## src/rtl/seg_pkg.sv

```systemverilog
// -----------------------------------------------------------------------------
// seg_pkg
// Shared definitions for the seven-segment scan decoder:
//   - active-low digit-select codes for the six time digits
//   - active-low segment patterns {dp,g,f,e,d,c,b,a} for BCD 0..9
//   - digit index enum and decoder state enum
//   - decode_sel(): maps a select code to {known, digit index}
// -----------------------------------------------------------------------------
package seg_pkg;

   // Digit select codes (one bit low at a time).
   localparam logic [7:0] SEL_SEC_LO  = 8'b1101_1111;
   localparam logic [7:0] SEL_SEC_HI  = 8'b1110_1111;
   localparam logic [7:0] SEL_MIN_LO  = 8'b1111_0111;
   localparam logic [7:0] SEL_MIN_HI  = 8'b1111_1011;
   localparam logic [7:0] SEL_HOUR_LO = 8'b1111_1101;
   localparam logic [7:0] SEL_HOUR_HI = 8'b1111_1110;

   // Segment patterns, decimal point off.
   localparam logic [7:0] SEG_0 = 8'hC0;
   localparam logic [7:0] SEG_1 = 8'hF9;
   localparam logic [7:0] SEG_2 = 8'hA4;
   localparam logic [7:0] SEG_3 = 8'hB0;
   localparam logic [7:0] SEG_4 = 8'h99;
   localparam logic [7:0] SEG_5 = 8'h92;
   localparam logic [7:0] SEG_6 = 8'h82;
   localparam logic [7:0] SEG_7 = 8'hF8;
   localparam logic [7:0] SEG_8 = 8'h80;
   localparam logic [7:0] SEG_9 = 8'h90;

   localparam int NUM_DIGITS = 6;

   typedef enum logic [2:0] {
      DIG_SEC_LO  = 3'd0,
      DIG_SEC_HI  = 3'd1,
      DIG_MIN_LO  = 3'd2,
      DIG_MIN_HI  = 3'd3,
      DIG_HOUR_LO = 3'd4,
      DIG_HOUR_HI = 3'd5
   } digit_e;

   typedef enum logic [1:0] {
      ST_WAIT,
      ST_SETTLE,
      ST_CAPTURE,
      ST_HOLD
   } state_e;

   typedef struct packed {
      logic   known;
      digit_e idx;
   } sel_dec_t;

   function automatic sel_dec_t decode_sel(input logic [7:0] code);
      sel_dec_t d;
      d.known = 1'b1;
      d.idx   = DIG_SEC_LO;
      case (code)
         SEL_SEC_LO:  d.idx = DIG_SEC_LO;
         SEL_SEC_HI:  d.idx = DIG_SEC_HI;
         SEL_MIN_LO:  d.idx = DIG_MIN_LO;
         SEL_MIN_HI:  d.idx = DIG_MIN_HI;
         SEL_HOUR_LO: d.idx = DIG_HOUR_LO;
         SEL_HOUR_HI: d.idx = DIG_HOUR_HI;
         default:     d.known = 1'b0;
      endcase
      return d;
   endfunction

   function automatic logic sel_known(input logic [7:0] code);
      sel_dec_t d;
      d = decode_sel(code);
      return d.known;
   endfunction

endpackage

```

## src/rtl/seg7_to_bcd.sv

```systemverilog
// -----------------------------------------------------------------------------
// seg7_to_bcd
// Combinational decode of an active-low seven-segment pattern back to BCD.
// Ports:
//   seg_i [7:0] : segment pattern {dp,g,f,e,d,c,b,a}, active-low
//   bad_o       : pattern is not one of the ten digit glyphs (dp lit is bad)
//   bcd_o [3:0] : decoded digit, 0 when bad_o is set
// -----------------------------------------------------------------------------
module seg7_to_bcd
   import seg_pkg::*;
(
   input  logic [7:0] seg_i,
   output logic       bad_o,
   output logic [3:0] bcd_o
);

   always_comb begin
      // NOTE: every output gets a default first so no path leaves it unassigned
      // (an unassigned path in combinational logic infers a latch).
      bad_o = 1'b0;
      bcd_o = 4'd0;
      case (seg_i)
         SEG_0:   bcd_o = 4'd0;
         SEG_1:   bcd_o = 4'd1;
         SEG_2:   bcd_o = 4'd2;
         SEG_3:   bcd_o = 4'd3;
         SEG_4:   bcd_o = 4'd4;
         SEG_5:   bcd_o = 4'd5;
         SEG_6:   bcd_o = 4'd6;
         SEG_7:   bcd_o = 4'd7;
         SEG_8:   bcd_o = 4'd8;
         SEG_9:   bcd_o = 4'd9;
         default: bad_o = 1'b1;
      endcase
   end

endmodule

```

## src/rtl/seg_scan_decoder.sv

```systemverilog
// -----------------------------------------------------------------------------
// seg_scan_decoder
// Monitors a multiplexed 8-digit seven-segment time display bus, captures each
// digit once per dwell after sel has been stable, and reassembles hh:mm:ss.
// Parameters:
//   SETTLE  : cycles sel must be stable before seg is sampled (>= 2)
//   TIMEOUT : cycles without any sel change before stale asserts
// Ports:
//   clk, rstn       : clock, asynchronous active-low reset
//   sel [7:0]       : digit select, active-low
//   seg [7:0]       : segment pattern, active-low {dp,g,f,e,d,c,b,a}
//   hour/min/sec    : last accepted time, binary
//   valid           : 1-cycle pulse when hour/min/sec load
//   err             : 1-cycle pulse when a complete frame is rejected
//   stale           : level, scan has stopped; cleared by an accepted frame
// -----------------------------------------------------------------------------
module seg_scan_decoder
   import seg_pkg::*;
#(
   parameter int SETTLE  = 4,
   parameter int TIMEOUT = 1_000_000
) (
   input  logic       clk,
   input  logic       rstn,
   input  logic [7:0] sel,
   input  logic [7:0] seg,
   output logic [4:0] hour,
   output logic [5:0] min,
   output logic [5:0] sec,
   output logic       valid,
   output logic       err,
   output logic       stale
);

   localparam int CNT_W = $clog2(SETTLE);
   localparam int TO_W  = $clog2(TIMEOUT + 1);
   // The cycle that enters SETTLE is count 0, so leaving at SETTLE-2 puts the
   // CAPTURE sample exactly SETTLE cycles after the first cycle of a new sel.
   localparam logic [CNT_W-1:0] SETTLE_LAST = CNT_W'(SETTLE - 2);
   localparam logic [TO_W-1:0]  TO_MAX      = TO_W'(TIMEOUT);
   localparam logic [TO_W-1:0]  TO_LAST     = TO_W'(TIMEOUT - 1);

   state_e               state_q;
   logic [CNT_W-1:0]     cnt_q;
   logic [7:0]           cur_sel_q;
   logic [7:0]           sel_prev_q;
   logic [TO_W-1:0]      to_cnt_q;
   logic [NUM_DIGITS-1:0] mask_q;
   logic [NUM_DIGITS-1:0] bad_q;
   logic [3:0]           digit_q [NUM_DIGITS];
   logic [4:0]           hour_q;
   logic [5:0]           min_q;
   logic [5:0]           sec_q;
   logic                 valid_q;
   logic                 err_q;
   logic                 stale_q;

   sel_dec_t   cur_dec;
   logic       new_known;
   logic       sel_moved;
   logic       capture;
   logic       frame_full;
   logic       frame_ok;
   logic       timeout_hit;
   logic       seg_bad;
   logic [3:0] seg_bcd;
   logic [6:0] sec_val;
   logic [6:0] min_val;
   logic [6:0] hour_val;

   seg7_to_bcd u_seg7_to_bcd (
      .seg_i (seg),
      .bad_o (seg_bad),
      .bcd_o (seg_bcd)
   );

   // cur_sel_q holds the code of the dwell being tracked; comparing against it
   // (rather than last cycle's sel) lets a change on the CAPTURE cycle start
   // the next dwell without losing a cycle.
   assign cur_dec     = decode_sel(cur_sel_q);
   assign new_known   = sel_known(sel);
   assign sel_moved   = (sel != cur_sel_q);
   assign capture     = (state_q == ST_CAPTURE) && cur_dec.known;
   assign frame_full  = &mask_q;
   assign timeout_hit = (sel == sel_prev_q) && (to_cnt_q == TO_LAST);

   // Frame assembly and range check, done in 7 bits before truncation.
   always_comb begin
      sec_val  = 7'(digit_q[DIG_SEC_HI])  * 7'd10 + 7'(digit_q[DIG_SEC_LO]);
      min_val  = 7'(digit_q[DIG_MIN_HI])  * 7'd10 + 7'(digit_q[DIG_MIN_LO]);
      hour_val = 7'(digit_q[DIG_HOUR_HI]) * 7'd10 + 7'(digit_q[DIG_HOUR_LO]);
      frame_ok = (bad_q == '0)
              && (digit_q[DIG_SEC_HI]  <= 4'd5)
              && (digit_q[DIG_MIN_HI]  <= 4'd5)
              && (digit_q[DIG_HOUR_HI] <= 4'd2)
              && (sec_val  < 7'd60)
              && (min_val  < 7'd60)
              && (hour_val < 7'd24);
   end

   // Dwell tracking state machine.
   always_ff @(posedge clk or negedge rstn) begin
      // NOTE: sequential state is updated with non-blocking assignments so all
      // registers see the same pre-edge values regardless of statement order.
      if (!rstn) begin
         state_q   <= ST_WAIT;
         cnt_q     <= '0;
         cur_sel_q <= 8'hFF;
      end else if ((state_q == ST_WAIT) ? new_known : sel_moved) begin
         // Start of a new dwell: restart the settle count on the new code.
         cur_sel_q <= sel;
         cnt_q     <= '0;
         state_q   <= new_known ? ST_SETTLE : ST_WAIT;
      end else begin
         case (state_q)
            ST_SETTLE: begin
               if (cnt_q == SETTLE_LAST) begin
                  cnt_q   <= '0;
                  state_q <= ST_CAPTURE;
               end else begin
                  cnt_q <= cnt_q + 1'b1;
               end
            end
            ST_CAPTURE: state_q <= ST_HOLD;
            default:    state_q <= state_q;
         endcase
      end
   end

   // Scan-activity timeout; saturates until sel moves again.
   always_ff @(posedge clk or negedge rstn) begin
      if (!rstn) begin
         sel_prev_q <= 8'hFF;
         to_cnt_q   <= '0;
      end else begin
         sel_prev_q <= sel;
         if (sel != sel_prev_q) begin
            to_cnt_q <= '0;
         end else if (to_cnt_q != TO_MAX) begin
            to_cnt_q <= to_cnt_q + 1'b1;
         end
      end
   end

   // NOTE: digit storage has no reset; mask_q gates every read of it, so its
   // contents before the first capture are never used.
   always_ff @(posedge clk) begin
      if (capture) begin
         digit_q[cur_dec.idx] <= seg_bcd;
      end
   end

   // Frame bookkeeping and registered outputs.
   always_ff @(posedge clk or negedge rstn) begin
      if (!rstn) begin
         mask_q  <= '0;
         bad_q   <= '0;
         hour_q  <= '0;
         min_q   <= '0;
         sec_q   <= '0;
         valid_q <= 1'b0;
         err_q   <= 1'b0;
         stale_q <= 1'b0;
      end else begin
         valid_q <= 1'b0;
         err_q   <= 1'b0;
         if (frame_full) begin
            mask_q <= '0;
            bad_q  <= '0;
            if (frame_ok) begin
               hour_q  <= hour_val[4:0];
               min_q   <= min_val[5:0];
               sec_q   <= sec_val[5:0];
               valid_q <= 1'b1;
            end else begin
               err_q <= 1'b1;
            end
         end else if (capture) begin
            // A recapture of an already-present digit simply overwrites it.
            mask_q[cur_dec.idx] <= 1'b1;
            bad_q[cur_dec.idx]  <= seg_bad;
         end
         // A stopped scan discards whatever partial frame was collected.
         if (timeout_hit) begin
            mask_q  <= '0;
            bad_q   <= '0;
            stale_q <= 1'b1;
         end else if (frame_full && frame_ok) begin
            stale_q <= 1'b0;
         end
      end
   end

   assign hour  = hour_q;
   assign min   = min_q;
   assign sec   = sec_q;
   assign valid = valid_q;
   assign err   = err_q;
   assign stale = stale_q;

endmodule

```

## config.mk

```make
export PLATFORM = sky130hd
export DESIGN_NAME = seg_scan_decoder
export DESIGN_NICKNAME = d
export VERILOG_FILES = /design/src/rtl/seg_pkg.sv /design/src/rtl/seg7_to_bcd.sv /design/src/rtl/seg_scan_decoder.sv
export SDC_FILE = /design/constraint.sdc
export NUM_CORES = 1
export LEC_CHECK = 0
export CORE_MARGIN = 2
export CORE_UTILIZATION = 55
export CTS_CLUSTER_DIAMETER = 40
export DETAILED_ROUTE_END_ITERATION = 6
export GPL_TIMING_DRIVEN = 0
export PLACE_DENSITY_LB_ADDON = 0.25
export SLEW_MARGIN = 40
export SYNTH_ARGS = -nofsm -noshare
export SYNTH_HDL_FRONTEND = slang
export SYNTH_SLANG_ARGS = --single-unit
```

## constraint.sdc

```tcl
create_clock -name clk -period 4.1 [get_ports clk]
set_input_delay 0.82 -clock clk [delete_from_list [all_inputs] [get_ports clk]]
set_output_delay 0.82 -clock clk [all_outputs]
set_load 0.005 [all_outputs]
```

==> results of run 1 <==
## metal layers
metal	track usage, %	wire, um	part of all wire, %
met1	26.6	4300	46
met2	34.6	4740	51
met3	3.69	232	2.5
met4	4.11	100	1.1
met5	0	0	0
## worst max path at each step
| stage | startpoint | to | slack (ns) | cells past startpoint |
|---|---|---|---|---|
| 2_1_floorplan | digit_q[3][1] | hour[1] | 0.63 | 11 |
| 5_1_grt | digit_q[3][1] | hour[4] | 0.12 | 11 |
| 4_1_cts | digit_q[3][1] | hour[4] | 0.17 | 11 |
| 3_3_place_gp | rstn | min[5] | -0.19 | 1 |
| 3_5_place_dp | digit_q[3][1] | min[5] | 0.19 | 11 |
| 6_report | digit_q[3][1] | hour[4] | 0.32 | 11 |
## state kept, by name, indices dropped and copies added (netlist names)
| signal | flops |
|---|---|
| bad_q | 6 |
| cnt_q | 2 |
| cur_sel_q | 8 |
| digit_q | 24 |
| err | 1 |
| hour | 5 |
| mask_q | 6 |
| min | 6 |
| sec | 6 |
| sel_prev_q | 8 |
| stale | 1 |
| state_q | 2 |
| to_cnt_q | 20 |
| valid | 1 |
## kinds of logic after synthesis
logic type               Yosys count  share of synthesized area [%]
AND/OR/NAND/NOR                  159                           16.4
flip-flops                        96                           49.8
AO/OA/AOI/OAI                     55                           6.64
adder cells (fa/ha/maj)           28                           7.67
buffers and inverters             47                           3.70
XOR/XNOR                          49                           8.40
multiplexers                      33                           7.35
## stage by stage
stage,setup TNS [ns],instances
floorplan,0,467
global placement,-10.51,614
detailed placement,0,615
CTS,0,631
global route,0,631
finish,0,631
## layout by cell type, fill, tap and decap left out, types with 3 or more instances in the layout
master	Yosys	routed
nand3_1	22	22
mux2_4	5	5
and4_1	3	3
buf_2	4	4
mux2_2	16	16
a211oi_1	3	3
mux2i_1	12	12
a21oi_1	18	18
fa_1	6	6
nor3_1	10	9
nor3b_2	0	3
dfstp_2	16	16
xnor2_1	26	26
inv_1	29	29
clkbuf_1	13	13
nand2_1	21	21
o21ai_0	17	17
and3_1	5	5
clkbuf_8	0	9
nand4_1	8	8
ha_1	20	20
edfxtp_1	24	24
nor2_1	48	48
a31oi_1	4	4
nand2b_1	4	4
or4_1	4	4
clkdlybuf4s50_1	0	35
or3_1	8	8
nor4_1	5	5
xor2_1	23	23
nor2b_1	5	5
dfrtp_1	56	56
## synthesized netlist by cell type, drive strengths merged, types with 2 or more instances
| master | count | share of area [%] |
|---|---|---|
| dfrtp | 56 | 27 |
| clkbuf | 13 | 0.96 |
| or3 | 8 | 0.98 |
| mux2i | 12 | 2.4 |
| and4 | 3 | 0.51 |
| nor2 | 48 | 3.5 |
| nand2 | 21 | 1.5 |
| mux2 | 21 | 5.0 |
| maj3 | 2 | 0.42 |
| buf | 5 | 0.61 |
| fa | 6 | 2.4 |
| nor2b | 5 | 0.61 |
| nor3 | 10 | 0.98 |
| dfstp | 16 | 8.2 |
| xnor2 | 26 | 4.5 |
| nand3b | 2 | 0.29 |
| nand4 | 8 | 0.98 |
| edfxtp | 24 | 14 |
| nor4 | 6 | 1.0 |
| nor4b | 2 | 0.34 |
| a21oi | 18 | 1.8 |
| ha | 20 | 4.9 |
| xor2 | 23 | 3.9 |
| nor3b | 4 | 0.59 |
| a31oi | 4 | 0.49 |
| nand2b | 4 | 0.49 |
| o2111ai | 2 | 0.34 |
| and2 | 2 | 0.24 |
| or4 | 4 | 0.59 |
| o21ai | 17 | 1.7 |
| nand3 | 22 | 2.2 |
| a211oi | 3 | 0.44 |
| o31ai | 2 | 0.29 |
| and3 | 5 | 0.61 |
| inv | 29 | 2.1 |
## power groups by stage
| stage | sequential, mW | clock [mW] | combinational, mW |
|---|---|---|---|
| 3_3_place_gp | 1.06 | 0 | 0.183 |
| 4_1_cts | 1.04 | 0.636 | 0.197 |
| 3_5_place_dp | 1.06 | 0 | 0.196 |
| 6_report | 1.04 | 0.619 | 0.200 |
| 2_1_floorplan | 1.05 | 0 | 0.130 |
| 5_1_grt | 1.05 | 0.678 | 0.224 |
## final cells by class
class                      count  share of cell area (%)
timing repair buffer          37                    6.63
clock inverter                 7                    1.21
sequential                    96                    43.3
buffer                        18                    1.36
clock buffer                   9                    2.11
inverter                      29                    1.85
tap                          111                    2.36
multi-input combinational    324                    41.2
## worst max-delay path: stages, from the launching register on
cell      delay, ns
edfxtp_1       0.48
ha_1           0.33
ha_1           0.19
inv_1          0.06
fa_1           0.48
and3_1         0.18
o211a_1        0.21
maj3_2         0.30
o21a_1         0.22
nor4_4         0.61
buf_6          0.28
mux2_4         0.31
==> metrics, run 1 <==
final WL 9370 um; synthesized flop and latch total 96; setup ws final 0.317 ns; Syn-to-layout area delta 15.0%; fillers 710; Seq/Total Area, Yosys 49.8%; worst r2r src digit_q[3][1]; Hold WC Path Type input pin to async pin; Clock transition at path regs 0.10 ns; crit start category flip-flop; post-CTS sizing 0; Mapped Nets 511; pwr/cell area 317 nW/um2; CTS tree done; Die Span X 100 um; Iteration-0 DRC Markers 179; endpoints failing setup 0; port buffer count 36; row cnt 35; first-pass GRT wire length 16200 um; Setup crit end kind flip-flop; fin nets 559; overall power 1.86 mW; initial antenna violation count 0; Worst VDD drop 261 uV; Max Clock Freq 0.264 GHz; Clock Tree Root clkbuf_8; Final period util 92.3%; gpl congestion 0.853; TritonCTS Buffers 9; WHS 0.296 ns; Clk pwr share 33.3%; post-synthesis async set-or-reset flop share 75.0%; actual slew at the worst max-slew pin 0.796 ns; RSZ-0062 raised after global routing no; leak pwr 2.34 nW; Clock Sinks 96; Syn. warnings 0; Final Util 64.5%; vias in the first global route 3540; flop2flop setup slack 0.32 ns; Worst R2R Path Depth 11; critical path type flip-flop to flip-flop; Via Count 3534; pin count of the biggest net entering global routing 57; Critical Path AT 4.02 ns; outcome finished, final reports clean; setup bufs post-CTS 0; R2R Path End hour[4]; core area 9110 um2; Synth cell types 53; switch share 25.1%; DRC viols 0; Clock Path Buffers 2; fin. max-slew vios 0; worst skew pair latency 0.35 ns; post-synthesis cell count 467; Antenna Diode Count 0; crit-path max FO 10; Sw Pwr 0.467 mW; hpwl dp 6810 um; H-tree levels 3; Cell Int Power 1.39 mW; worst slack at placement 0.187 ns; Setup Skew 0.0115 ns; total track usage 20.0%; io pins 38; max_cap viols 0; Fin. Hold Viols 0; number of routed nets with antenna violations 0; Die Ht 100 um; Initial Util 56.1%; Slew HR 46.6%; FF/Latch Area 2540 um2; Min Clock Period, post-route 3.78 ns; synthesized area 5110 um2; Comb power frac 10.8%; Crit path required time 4.34 ns; share of total power in sequential cells 56.0%; Vias per Instance 5.60; DP Area 5660 um2; fraction of layout cells with a size suffix above 1 13.3%; syn avg cell area 10.9 um2; area of the multi-input gates 2420 um2; most common flop cell mapped by yosys dfrtp_1; Die Footprint 10100 um2; number of flops mapped to enable cells by yosys 24; Routed WL per cell 14.8 um; design area 5870 um2; total grt overflow 0; hold buffers post-CTS 0; drt pass-1 iters 4
No activity file was read; power rests on OpenSTA's default activity.
==> inputs of run 2 (changes only) <==
- HOLD_SLACK_MARGIN: unset -> 0.05
==> results of run 2 <==
The final DEF is identical to that of run 1; final timing and power are the same.
==> inputs of run 3 (changes only) <==
- CELL_PAD_IN_SITES_DETAIL_PLACEMENT: unset -> 0
- CELL_PAD_IN_SITES_GLOBAL_PLACEMENT: unset -> 1
- CORE_MARGIN: 2 -> 1
- CORE_UTILIZATION: 55 -> 47
==> run 3 against run 2 <==
Net effect:
- die area rose by 12%
- via count fell by 1.2%
- sequential share of layout area fell by 0.10 points
- power fell by 2.7%
- wire length rose by 3.4%
- largest power group unchanged
==> metrics, run 3 (synthesized netlist as in run 1, its figures left out) <==
Clock transition at path regs 0.09 ns (about the same); Max Clock Freq 0.264 GHz (about the same); share of total power in sequential cells 57.6% (+1.6 points); Routed WL per cell 14.8 um (-0.56%); worst setup path startpoint digit_q[5][1]; Die Footprint 11300 um2 (+12%); Crit path required time 4.35 ns (about the same); design area 5890 um2 (+0.23%); outcome finished, final reports clean; pin count of the biggest net entering global routing 62 (+8.8%); crit path capture hour[3]; pwr/cell area 308 nW/um2 (-3.0%); Critical Path AT 4.04 ns (+0.02 ns); crit-path max FO 10 (unchanged); drt pass-1 iters 4 (unchanged); Slew HR 46.3% (-0.23 points); Min Clock Period, post-route 3.79 ns (+0.00352 ns); most frequent cells in the layout 56 x dfrtp_1, 48 x nor2_1, 35 x clkdlybuf4s50_1; DRC viols 0 (unchanged); Routed met3 length 280 um (+21%); max_cap viols 0 (unchanged); Die Span X 106 um (+5.9%); TritonCTS Buffers 9 (unchanged); Die Ht 106 um (+5.9%); Hold WC Path Type input pin to async pin; met2 WL post-DR 4710 um (-0.59%); WHS 0.257 ns (-0.0388 ns); initial antenna violation count 0 (unchanged); H-tree levels 3 (unchanged); Via Count 3491 (-1.2%); Vias per Instance 5.32 (-5.0%); gpl congestion 0.824 (-3.4%); worst skew pair latency 0.36 ns (about the same); Final Util 56.5% (-8.0 points); DP Area 5690 um2 (+0.64%); flop2flop setup slack 0.31 ns (about the same); endpoints failing setup 0 (unchanged); final WL 9690 um (+3.4%); core area 10400 um2 (+14%); fin nets 559 (unchanged); Initial Util 49.0% (-7.0 points); Regs by FF count digit_q: 24 flops, to_cnt_q: 20 flops; vias in the first global route 3409 (-3.7%); row cnt 37 (+5.7%); Clock Path Buffers 2 (unchanged); io pins 38 (unchanged); leading cell type in the layout, fill and taps excluded dfrtp_1; port buffer count 36 (unchanged); total grt overflow 0 (unchanged); CTS tree done; post-CTS sizing 0 (unchanged); RSZ-0062 raised after global routing no; Setup Skew 0.00904 ns (-0.00243 ns); crit start category flip-flop; Top reg by flops digit_q; worst slack at placement 0.180 ns (-0.00699 ns); Fin. Hold Viols 0 (unchanged); dpl cells 640 (+4.1%); Antenna Diode Count 0 (unchanged); top layer in use met4; Comb power frac 11.1% (+0.3 points); hpwl dp 7040 um (+3.4%); fraction of layout cells with a size suffix above 1 13.1% (-0.19 points); first-pass GRT wire length 16300 um (+0.68%); max reg flops 24 (unchanged); Setup crit end kind flip-flop; Final period util 92.3% (about the same); switch share 24.6% (-0.51 points); Syn-to-layout area delta 15.3%; setup bufs post-CTS 0 (unchanged); WL met1 4600 um (+7.0%); worst r2r src digit_q[5][1]; leak pwr 2.34 nW (about the same); Worst R2R Path Depth 10 (-1); number of routed nets with antenna violations 0 (unchanged); setup ws final 0.314 ns (-0.00352 ns); total track usage 18.4% (-1.6 points); Clk pwr share 31.2% (-2.1 points); Cell Int Power 1.37 mW (-2.1%); Clock Sinks 96 (unchanged); fin. max-slew vios 0 (unchanged); hold buffers post-CTS 0 (unchanged); Clock Tree Root clkbuf_8; Iteration-0 DRC Markers 107 (-40%); R2R Path End hour[3]; Worst VDD drop 176 uV (-32%); Sw Pwr 0.445 mW (-4.7%); actual slew at the worst max-slew pin 0.799 ns (+0.00341 ns); final std cells w/o fill 656 (+4.0%); critical path type flip-flop to flip-flop
-- run 3: changes by cell type in the layout (fill, tap and decap cells not counted) --
cell	change
bufinv_16	-1
clkinv_1	-1
inv_6	-1
clkinvlp_4	-2
clkbuf_8	+2
clkinv_2	+1
clkbuf_1	+2
-- run 3: final cells by class --
| class | instances | area [um2] |
|---|---|---|
| Buffer | 18 | 80.1 |
| Clock buffer | 13 | 159 |
| Clock inverter | 3 | 18.8 |
| Fill cell | 917 | 4530 |
| Inverter | 29 | 109 |
| Multi-Input combinational cell | 324 | 2420 |
| Sequential cell | 96 | 2540 |
| Tap cell | 136 | 170 |
| Timing Repair Buffer | 37 | 389 |
-- run 3: worst min-delay path by stage --
stage                  startpoint          end  slack, ns
finish                       rstn  to_cnt_q[5]       0.26
global route                 rstn  to_cnt_q[5]       0.24
CTS                          rstn  to_cnt_q[5]       0.24
detailed placement  digit_q[0][0]       sec[0]       0.48
global placement    digit_q[2][0]       min[0]       0.47
floorplan           digit_q[4][0]      hour[0]       0.45
-- run 3: metrics by stage --
step | setup TNS (ns) | total power, mW
after floorplan | 0 | 1.18
after global placement | -12.47 | 1.25
after detailed placement | 0 | 1.26
after CTS | 0 | 1.83
after global routing | 0 | 1.90
final | 0 | 1.81
-- run 3: power by group through the flow --
| stage | clock network [mW] | logic, mW | registers [mW] |
|---|---|---|---|
| after floorplan | 0 | 0.130 | 1.05 |
| final | 0.566 | 0.201 | 1.04 |
| after CTS | 0.587 | 0.199 | 1.04 |
| after global routing | 0.624 | 0.226 | 1.05 |
| after detailed placement | 0 | 0.197 | 1.06 |
| after global placement | 0 | 0.186 | 1.06 |
-- run 3: per-layer routing --
| metal | vias up | global-route usage, % |
|---|---|---|
| met5 | - | 0 |
| met1 | 1693 | 25.2 |
| met2 | 57 | 29.5 |
| met4 | 0 | 5.26 |
| met3 | 7 | 3.80 |
| li1 | 1734 | - |
-- run 3: worst max-delay path: stages (launching register included) --
cell and delay, ns:
edfxtp_1 0.48, ha_1 0.36, ha_1 0.22, fa_1 0.50
and2_1 0.20, o2bb2ai_1 0.15, xnor2_1 0.25, o21ai_0 0.20
nor4_4 0.71, buf_6 0.28, mux2_4 0.31
